$ cat src/rtl/inst_queue_pkg.sv
// Shared RV32I pipeline types used by the instruction queue.
// Latency: n/a (types only).
// Backpressure: n/a (types only).
package rv32i_types;

    // Default fetch payload: pc, pc_next and inst, 32 bits each.
    localparam int INST_Q_PAYLOAD_W = 96;

    // Retire-order stamp carried alongside every queued instruction.
    typedef logic [63:0] order_t;

    typedef struct packed {
        logic [INST_Q_PAYLOAD_W-1:0] payload;
        order_t                      order;
    } inst_q_entry_t;

endpackage

$ cat src/rtl/inst_queue_mem.sv
// Entry storage for inst_queue: DEPTH x ENTRY_W registers.
// Latency: asynchronous read at rd_addr, write lands on the next rising clk edge.
// Backpressure: none; the controller decides when to write.
// Ports: clk/rst_n, wr_en/wr_addr/wr_data (write port), rd_addr/rd_data (read port).
module inst_queue_mem #(
    parameter int DEPTH   = 4,
    parameter int ENTRY_W = 160
) (
    input  logic                     clk,
    input  logic                     rst_n,
    input  logic                     wr_en,
    input  logic [$clog2(DEPTH)-1:0] wr_addr,
    input  logic [ENTRY_W-1:0]       wr_data,
    input  logic [$clog2(DEPTH)-1:0] rd_addr,
    output logic [ENTRY_W-1:0]       rd_data
);

    logic [DEPTH-1:0][ENTRY_W-1:0] mem_q;
    logic [DEPTH-1:0][ENTRY_W-1:0] mem_d;

    always_comb begin
        mem_d = mem_q;
        if (wr_en) begin
            mem_d[wr_addr] = wr_data;
        end
    end

    // Clearing on reset makes out_data/out_order read as zero after reset.
    always_ff @(posedge clk or negedge rst_n) begin
        if (!rst_n) begin
            mem_q <= '0;
        end else begin
            mem_q <= mem_d;
        end
    end

    assign rd_data = mem_q[rd_addr];

endmodule

$ cat src/rtl/inst_queue.sv
// Multi-entry IF->ID instruction FIFO with retire-order stamping and single-cycle flush.
// Latency: 1 cycle push to out_valid; 0 cycles when empty with INST_QUEUE_BYPASS_EN defined.
// Backpressure: in_ready = not full (registered state only); out_valid held until out_ready.
// Ports: clk/rst_n; in_valid/in_ready/in_data upstream; out_valid/out_ready/out_data/out_order
// downstream; flush squashes all entries; count is the registered occupancy.
// Option: define INST_QUEUE_BYPASS_EN for empty-queue same-cycle pass-through.
module inst_queue
    import rv32i_types::*;
#(
    parameter int DEPTH = 4,
    parameter int WIDTH = 96
) (
    input  logic                       clk,
    input  logic                       rst_n,
    input  logic                       in_valid,
    output logic                       in_ready,
    input  logic [WIDTH-1:0]           in_data,
    output logic                       out_valid,
    input  logic                       out_ready,
    output logic [WIDTH-1:0]           out_data,
    output logic [63:0]                out_order,
    input  logic                       flush,
    output logic [$clog2(DEPTH+1)-1:0] count
);

    localparam int PTR_W = $clog2(DEPTH);
    localparam int CNT_W = $clog2(DEPTH+1);

    // Same layout as inst_q_entry_t, but following the WIDTH parameter.
    typedef struct packed {
        logic [WIDTH-1:0] payload;
        order_t           order;
    } entry_t;

    logic [PTR_W-1:0] head_q, head_d;
    logic [PTR_W-1:0] tail_q, tail_d;
    logic [CNT_W-1:0] count_q, count_d;
    order_t           order_q, order_d;

    entry_t wr_entry;
    entry_t rd_entry;
    logic   bypass;
    logic   push;
    logic   pop;
    logic   wr_en;
    logic   store_pop;
    logic   not_empty;

    always_comb begin
        not_empty = (count_q != '0);
        in_ready  = (count_q != CNT_W'(DEPTH));

`ifdef INST_QUEUE_BYPASS_EN
        bypass = !not_empty && in_valid && !flush;
`else
        bypass = 1'b0;
`endif

        out_valid = not_empty || bypass;
        out_data  = bypass ? in_data : rd_entry.payload;
        out_order = bypass ? order_q : rd_entry.order;

        // Flush wins over both handshakes in the same cycle.
        push      = in_valid && in_ready && !flush;
        pop       = out_valid && out_ready && !flush;
        // A bypassed payload consumed in the same cycle never touches storage.
        wr_en     = push && !(bypass && out_ready);
        store_pop = pop && not_empty;

        wr_entry.payload = in_data;
        wr_entry.order   = order_q;

        head_d  = head_q;
        tail_d  = tail_q;
        count_d = count_q;
        order_d = order_q;

        if (flush) begin
            count_d = '0;
            head_d  = tail_q;
            // Rewind so squashed entries give their order numbers back.
            if (not_empty) begin
                order_d = rd_entry.order;
            end
        end else begin
            if (push) begin
                order_d = order_q + 64'd1;
            end
            if (wr_en) begin
                tail_d = tail_q + PTR_W'(1);
            end
            if (store_pop) begin
                head_d = head_q + PTR_W'(1);
            end
            count_d = count_q + CNT_W'(wr_en) - CNT_W'(store_pop);
        end
    end

    always_ff @(posedge clk or negedge rst_n) begin
        if (!rst_n) begin
            head_q  <= '0;
            tail_q  <= '0;
            count_q <= '0;
            order_q <= '0;
        end else begin
            head_q  <= head_d;
            tail_q  <= tail_d;
            count_q <= count_d;
            order_q <= order_d;
        end
    end

    assign count = count_q;

    inst_queue_mem #(
        .DEPTH   (DEPTH),
        .ENTRY_W ($bits(entry_t))
    ) u_mem (
        .clk     (clk),
        .rst_n   (rst_n),
        .wr_en   (wr_en),
        .wr_addr (tail_q),
        .wr_data (wr_entry),
        .rd_addr (head_q),
        .rd_data (rd_entry)
    );

endmodule
$ cat config.mk
export PLATFORM = sky130hd
export DESIGN_NAME = inst_queue
export DESIGN_NICKNAME = d
export VERILOG_FILES = /design/src/rtl/inst_queue_pkg.sv /design/src/rtl/inst_queue_mem.sv /design/src/rtl/inst_queue.sv
export SDC_FILE = /design/constraint.sdc
export NUM_CORES = 1
export LEC_CHECK = 0
export CELL_PAD_IN_SITES_DETAIL_PLACEMENT = 0
export CELL_PAD_IN_SITES_GLOBAL_PLACEMENT = 1
export CORE_MARGIN = 2
export CORE_UTILIZATION = 53
export DETAILED_ROUTE_END_ITERATION = 6
export PLACE_DENSITY = 0.9
export RECOVER_POWER = 25
export SETUP_SLACK_MARGIN = 0.15
export SLEW_MARGIN = 20
export SYNTH_ARGS = -nofsm -noshare
export SYNTH_HDL_FRONTEND = slang
export SYNTH_SLANG_ARGS = --single-unit
$ cat constraint.sdc
create_clock -name clk -period 5.55 [get_ports clk]
set_input_delay 1.11 -clock clk [delete_from_list [all_inputs] [get_ports clk]]
set_output_delay 1.11 -clock clk [all_outputs]
set_load 0.02 [all_outputs]
==> results of run 1 <==
## where the power goes
group          total (mW)  switching [mW]  internal, mW  leakage [nW]
Combinational        10.2            4.65          5.55          6.01
Clock                5.19            2.06          3.13          1.26
Sequential           9.13            1.64          7.48          8.77
Total                24.5            8.35          16.2          16.1
## cell usage after synthesis, drive strengths merged, types with 2 or more instances
library cell	number
dfrtp	711
mux2	612
mux4	160
buf	106
nand2	94
clkbuf	70
o21ai	56
nor2	48
a21oi	39
nand3	34
nor3	33
o22ai	27
nor4	22
nand4	20
xnor2	19
inv	14
and3	12
a211oi	9
a22oi	7
ha	7
o211ai	7
mux2i	6
o311ai	6
or4	6
xor2	6
a41o	3
or3	3
a221o	2
a311oi	2
a31oi	2
and4	2
clkinv	2
nand2b	2
nor2b	2
o31a	2
## kinds of logic after synthesis
| logic type | count (synthesis) |
|---|---|
| mux | 778 |
| fa+ha+maj | 8 |
| simple gates | 283 |
| buf+inv | 192 |
| flops | 711 |
| xor+xnor | 25 |
| compound gates | 167 |
## registers in the layout, indices dropped and copies added (netlist names)
signal       cells
tail_q           2
count            3
u_mem.mem_q    640
head_q           2
order_q         64
## routing by layer
layer	up-vias	GRT usage (%)	part of all wire, %
met5	-	0	0.15
met3	151	7.14	7.4
met4	16	7.54	2.7
li1	8459	-	-
met2	585	40.9	49
met1	10401	32.5	41
## worst max-delay path, cell delays in order
cell and delay, ps:
clkdlybuf4s50_1 520, nand2b_1 110, nor2b_2 130, clkbuf_1 1240, inv_2 410, or4_1 910, nor3_1 250, mux2_2 360
nor2_1 80
## final cells by class
| type | instances | area share, % |
|---|---|---|
| multi-input combinational | 1261 | 35.3 |
| clock inverter | 25 | 0.970 |
| tap | 773 | 2.55 |
| clock buffer | 107 | 5.80 |
| sequential | 711 | 47.0 |
| inverter | 16 | 0.158 |
| antenna | 2 | 0.0132 |
| timing repair buffer | 305 | 8.28 |
## worst max path at each step
stage	start	to	cells after the start
after CTS	head_q[0]	out_order[10]	3
after global placement	in_valid	order_q[34]	9
final	in_valid	order_q[34]	9
after floorplan	flush	count[2]	13
after detailed placement	in_valid	order_q[34]	9
after global routing	in_valid	order_q[34]	9
==> reports/summary.txt, run 1 <==
DRC Markers -> 0
RSZ-0062 raised after global routing -> no
Clock slew seen by the registers of the worst setup and hold paths -> 60 ps
Wirelength per Cell -> 23.9 um
Post-CTS Setup Bufs -> 0
Initial antenna violation count -> 10
Worst-Skew Late Latency -> 620 ps
Vias -> 19,612
MaxCap Viol Count -> 2
Xor and xnor area share after synthesis -> 0.685%
Synth Area in Adders -> 0.337%
Slew Limit Fails -> 146
Fill count -> 4,185
TritonCTS Buffers -> 75
Cell Rows -> 89
Vias in the first global route -> 21,213
Cell variety after synth -> 57
Vias per cell -> 6.13
Placer Congestion -> 0.885
Final Critical Period -> 4600 ps
Post-DRT Antenna Nets -> 0
Simple-Gate Fraction of Synth Area -> 4.45%
First-pass GRT wire length -> 122,000 um
Hold Crit Endpoint -> u_mem.mem_q[25]
WP data required -> 6080 ps
Clock Sinks -> 711
Mapped Cells -> 2,164
Core box area -> 0.0594 mm2
Number of synthesized flops with an enable pin -> 0
Reg-to-Reg Start -> count[1]
CP max FO -> 25
Worst R2R End -> order_q[34]
Failing checks -> capacitance limit, slew limit
Hold Crit Class -> reg -> reg
Synth top area cells -> dfrtp_1 (56%), mux2_2 (22%), mux4_2 (11%)
Clock buffer depth -> 3
Area of the multi-input gates -> 0.0134 mm2
Final wirelength -> 76,500 um
Final core occ -> 63.9%
Commonest non-fill, non-tap cell in the layout -> dfrtp_1
Die ar. -> 0.0623 mm2
Status -> finished, violations left
Synth Area in Compound Gates -> 3.18%
VDD IR max -> 0.000456 V
# IOs -> 266
Main combinational cell family by area after synthesis -> multiplexers
Mean Syn Cell Area -> 14.8 um2
Post-CTS sizing -> 0
Final hold slack -> 474 ps
Layout area overhead -> 18.7%
Die Y-Extent -> 250 um
Final #Nets -> 2,479
FF/Latch Area -> 0.0178 mm2
Pre-Repair DR Iteration Count -> 5
Syn Nets -> 2,273
Cts-stage hold buffer count -> 0
WP data arrival -> 5130 ps
TritonCTS clock tree -> built
P per Cell Area -> 647 mW/mm2
Final period util -> 82.9%
CTS root buf -> clkbuf_16
R2R Setup Slk -> 1350 ps
Post-synth ARST share -> 100%
Main synth FF type -> dfrtp_1
Share of the synthesized area in the top cell type -> 55.7%
Register area share after synthesis -> 55.7%
Chip width -> 250 um
Worst Setup Start Kind -> input pin
Final setup violation count -> 0
Placement Cell Area -> 0.0353 mm2
DR iter-0 viols -> 1,280
Placed Cells -> 3,066
Most frequent cells in the layout -> dfrtp_1 (709), mux2_2 (612), clkdlybuf4s50_1 (263)
Yosys warning total -> 0
Pin count of the biggest net entering global routing -> 124
Clock skew -> 22.3 ps
Mapped cell area -> 0.0319 mm2
Final std cell area, no fill -> 0.0379 mm2
Worst setup path class -> in -> reg
Detailed Place HPWL -> 48,500 um
H-Tree Depth -> 3
Port Buffers -> 265
Final hold violations -> 0
Worst Min Path Start -> u_mem.mem_q[25]
Share of cells above drive strength 1 -> 39.5%
Setup TNS Final -> 0 ps
Finished Layout Cells -> 3,200
Post-synthesis mux area share -> 33.0%
Max_slew headroom -> -119%
Critical path capture point type -> register
All-Layer GR Usage -> 25.0%
Worst reg-to-reg path cell count -> 8
PnR worst setup slack -> 950 ps
Initial Util -> 53.8%
Synth area leader -> dfrtp_1
Leakage -> 16.1 nW
Hold Path Stages -> 2
PnR Total Power -> 24.5 mW
Flops & latches, synth -> 711
GRT overflow -> 0
Setup slack at placement -> 1500 ps
Worst Tran Pin Value -> 3280 ps
FMAX -> 217 MHz
No activity file was read; power rests on OpenSTA's default activity.
==> run 2: changes to the inputs <==
--- a/config.mk
+++ b/config.mk
@@ -8,9 +8,9 @@
 export CELL_PAD_IN_SITES_DETAIL_PLACEMENT = 0
 export CELL_PAD_IN_SITES_GLOBAL_PLACEMENT = 1
 export CORE_MARGIN = 2
-export CORE_UTILIZATION = 53
+export CORE_UTILIZATION = 44
 export DETAILED_ROUTE_END_ITERATION = 6
-export PLACE_DENSITY = 0.9
+export PLACE_DENSITY = 0.8
 export RECOVER_POWER = 25
 export SETUP_SLACK_MARGIN = 0.15
 export SLEW_MARGIN = 20
==> constraint.sdc (replaced) <==
create_clock -name clk -period 3.8 [get_ports clk]
set_input_delay 0.76 -clock clk [delete_from_list [all_inputs] [get_ports clk]]
set_output_delay 0.76 -clock clk [all_outputs]
set_load 0.02 [all_outputs]
==> run 2 against run 1 <==
  * The run still ends with capacitance limit, slew limit left
  * Worst setup slack worse by 720 ps
  * Via count is essentially flat
  * Clock power grew 52%
  * Routed wire length up 5.0%
  * Sequential share of layout area fell by 0.85 points
  * Register-to-register slack worse by 620 ps
  * Combinational power rose by 51%
  * Cell count increased by 6.3%
  * Critical path type is now reg -> out
  * Largest power group unchanged
==> reports/summary.txt, run 2 (synthesized netlist as in run 1, its figures left out) <==
Most frequent cells in the layout -> dfrtp_1 (709), mux2_2 (612), clkdlybuf4s50_1 (263)
WP data required -> 3040 ps
WP data arrival -> 2810 ps
# IOs -> 266
Hold Crit Class -> in -> reg
Fill count -> 5,765
RSZ-0062 raised after global routing -> no
Core box area -> 0.0717 mm2
PnR Total Power -> 36.4 mW
Final Critical Period -> 3570 ps
First-pass GRT wire length -> 127,000 um
Most flop-heavy register -> u_mem.mem_q
Cell Rows -> 98
Setup TNS Final -> 0 ps
Placement Cell Area -> 0.0359 mm2
All-Layer GR Usage -> 22.0%
Worst Tran Pin Value -> 2360 ps
Failing checks -> capacitance limit, slew limit
Final setup violation count -> 0
Final period util -> 93.9%
Final std cell area, no fill -> 0.0386 mm2
Post-CTS sizing -> 0
Final core occ -> 53.8%
Critical path capture point type -> primary output
Worst-Skew Late Latency -> 640 ps
Vias per cell -> 5.76
Status -> finished, violations left
Final hold slack -> 392 ps
R2R Setup Slk -> 730 ps
DRC Markers -> 0
Largest register FFs -> 640
Detailed Place HPWL -> 52,300 um
VDD IR max -> 0.000608 V
Die ar. -> 0.0748 mm2
Worst setup path class -> reg -> out
Final hold violations -> 0
Post-DRT Antenna Nets -> 0
Wirelength per Cell -> 23.6 um
Vias -> 19,606
ANT cells -> 0
Layout area overhead -> 20.8%
Worst Setup Start Kind -> register
Leakage -> 16.3 nW
FMAX -> 280 MHz
Clock slew seen by the registers of the worst setup and hold paths -> 60 ps
Cts-stage hold buffer count -> 0
Share of cells above drive strength 1 -> 40.4%
CTS root buf -> clkbuf_16
TritonCTS clock tree -> built
Initial Util -> 44.5%
GRT overflow -> 0
Pin count of the biggest net entering global routing -> 105
Die Y-Extent -> 273 um
MaxCap Viol Count -> 1
Clock buffer depth -> 3
Clock skew -> 35.5 ps
H-Tree Depth -> 3
Chip width -> 273 um
DR iter-0 viols -> 1,317
Final #Nets -> 2,503
Initial antenna violation count -> 7
Max_slew headroom -> -57.2%
Port Buffers -> 265
CP max FO -> 48
Final wirelength -> 80,300 um
Pre-Repair DR Iteration Count -> 5
Clock Sinks -> 711
Commonest non-fill, non-tap cell in the layout -> dfrtp_1
Vias in the first global route -> 21,261
Slew Limit Fails -> 74
P per Cell Area -> 944 mW/mm2
TritonCTS Buffers -> 77
Placer Congestion -> 0.840
[run 2: changes by cell type in the layout (fill, tap and decap cells not counted), sizes merged]
cell	previous run	this run
buf	40	58
clkinv	13	23
diode	2	0
inv	18	16
clkinvlp	2	3
[run 2: layout make-up]
| class | count | area, um2 | area share [%] |
|---|---|---|---|
| Sequential cell | 711 | 17800 | 46.1 |
| Multi-Input combinational cell | 1261 | 13400 | 34.6 |
| Timing Repair Buffer | 327 | 3470 | 9.00 |
| Clock buffer | 103 | 2220 | 5.76 |
| Tap cell | 950 | 1190 | 3.08 |
| Clock inverter | 34 | 494 | 1.28 |
| Inverter | 16 | 60.1 | 0.156 |
[run 2: path summary, 6_finish.rpt]
check / startpoint / endpoint / cells after the start
setup / recovery: head_q[1] / out_order[13] / 3
setup reg to reg: order_q[0] / order_q[42] / 7
min in group asynchronous: rst_n / order_q[20] / 1
hold reg to reg: u_mem.mem_q[11] / u_mem.mem_q[11] / 2
hold / removal: flush / count[1] / 2
max in group asynchronous: rst_n / u_mem.mem_q[392] / 2
[run 2: per-layer routing]
layer	share of wire, %	wire length (um)	GRT usage [%]	vias to the layer above
met2	50	39800	36.3	492
met5	0.12	99	0	-
met4	2.2	1750	5.74	14
met3	6.6	5340	6.22	135
li1	-	-	-	8523
met1	41	33300	28.6	10442
[run 2: power by group]
group	leakage [nW]	total, mW	switching (mW)	internal (mW)
Clock	1.34	7.91	3.21	4.70
Combinational	6.19	15.4	7.09	8.29
Sequential	8.77	13.2	2.22	10.9
[run 2: timing repair]
| action | in CTS | in global routing |
|---|---|---|
| setup endpoints to repair | 84 | 0 |
| hold endpoints to repair | 0 | 0 |
| buffers inserted | 5 | 0 |
[run 2: stage by stage]
stage	instances	setup WS [ps]
4_1_cts	3402	187
5_1_grt	3402	150
6_report	3402	230
3_3_place_gp	3260	435
3_5_place_dp	3260	463
2_1_floorplan	2164	592
[run 2: worst max-delay path: stages (launching register included)]
cell	delay, ps
dfrtp_4	730
buf_12	360
mux4_2	410
clkdlybuf4s50_1	650
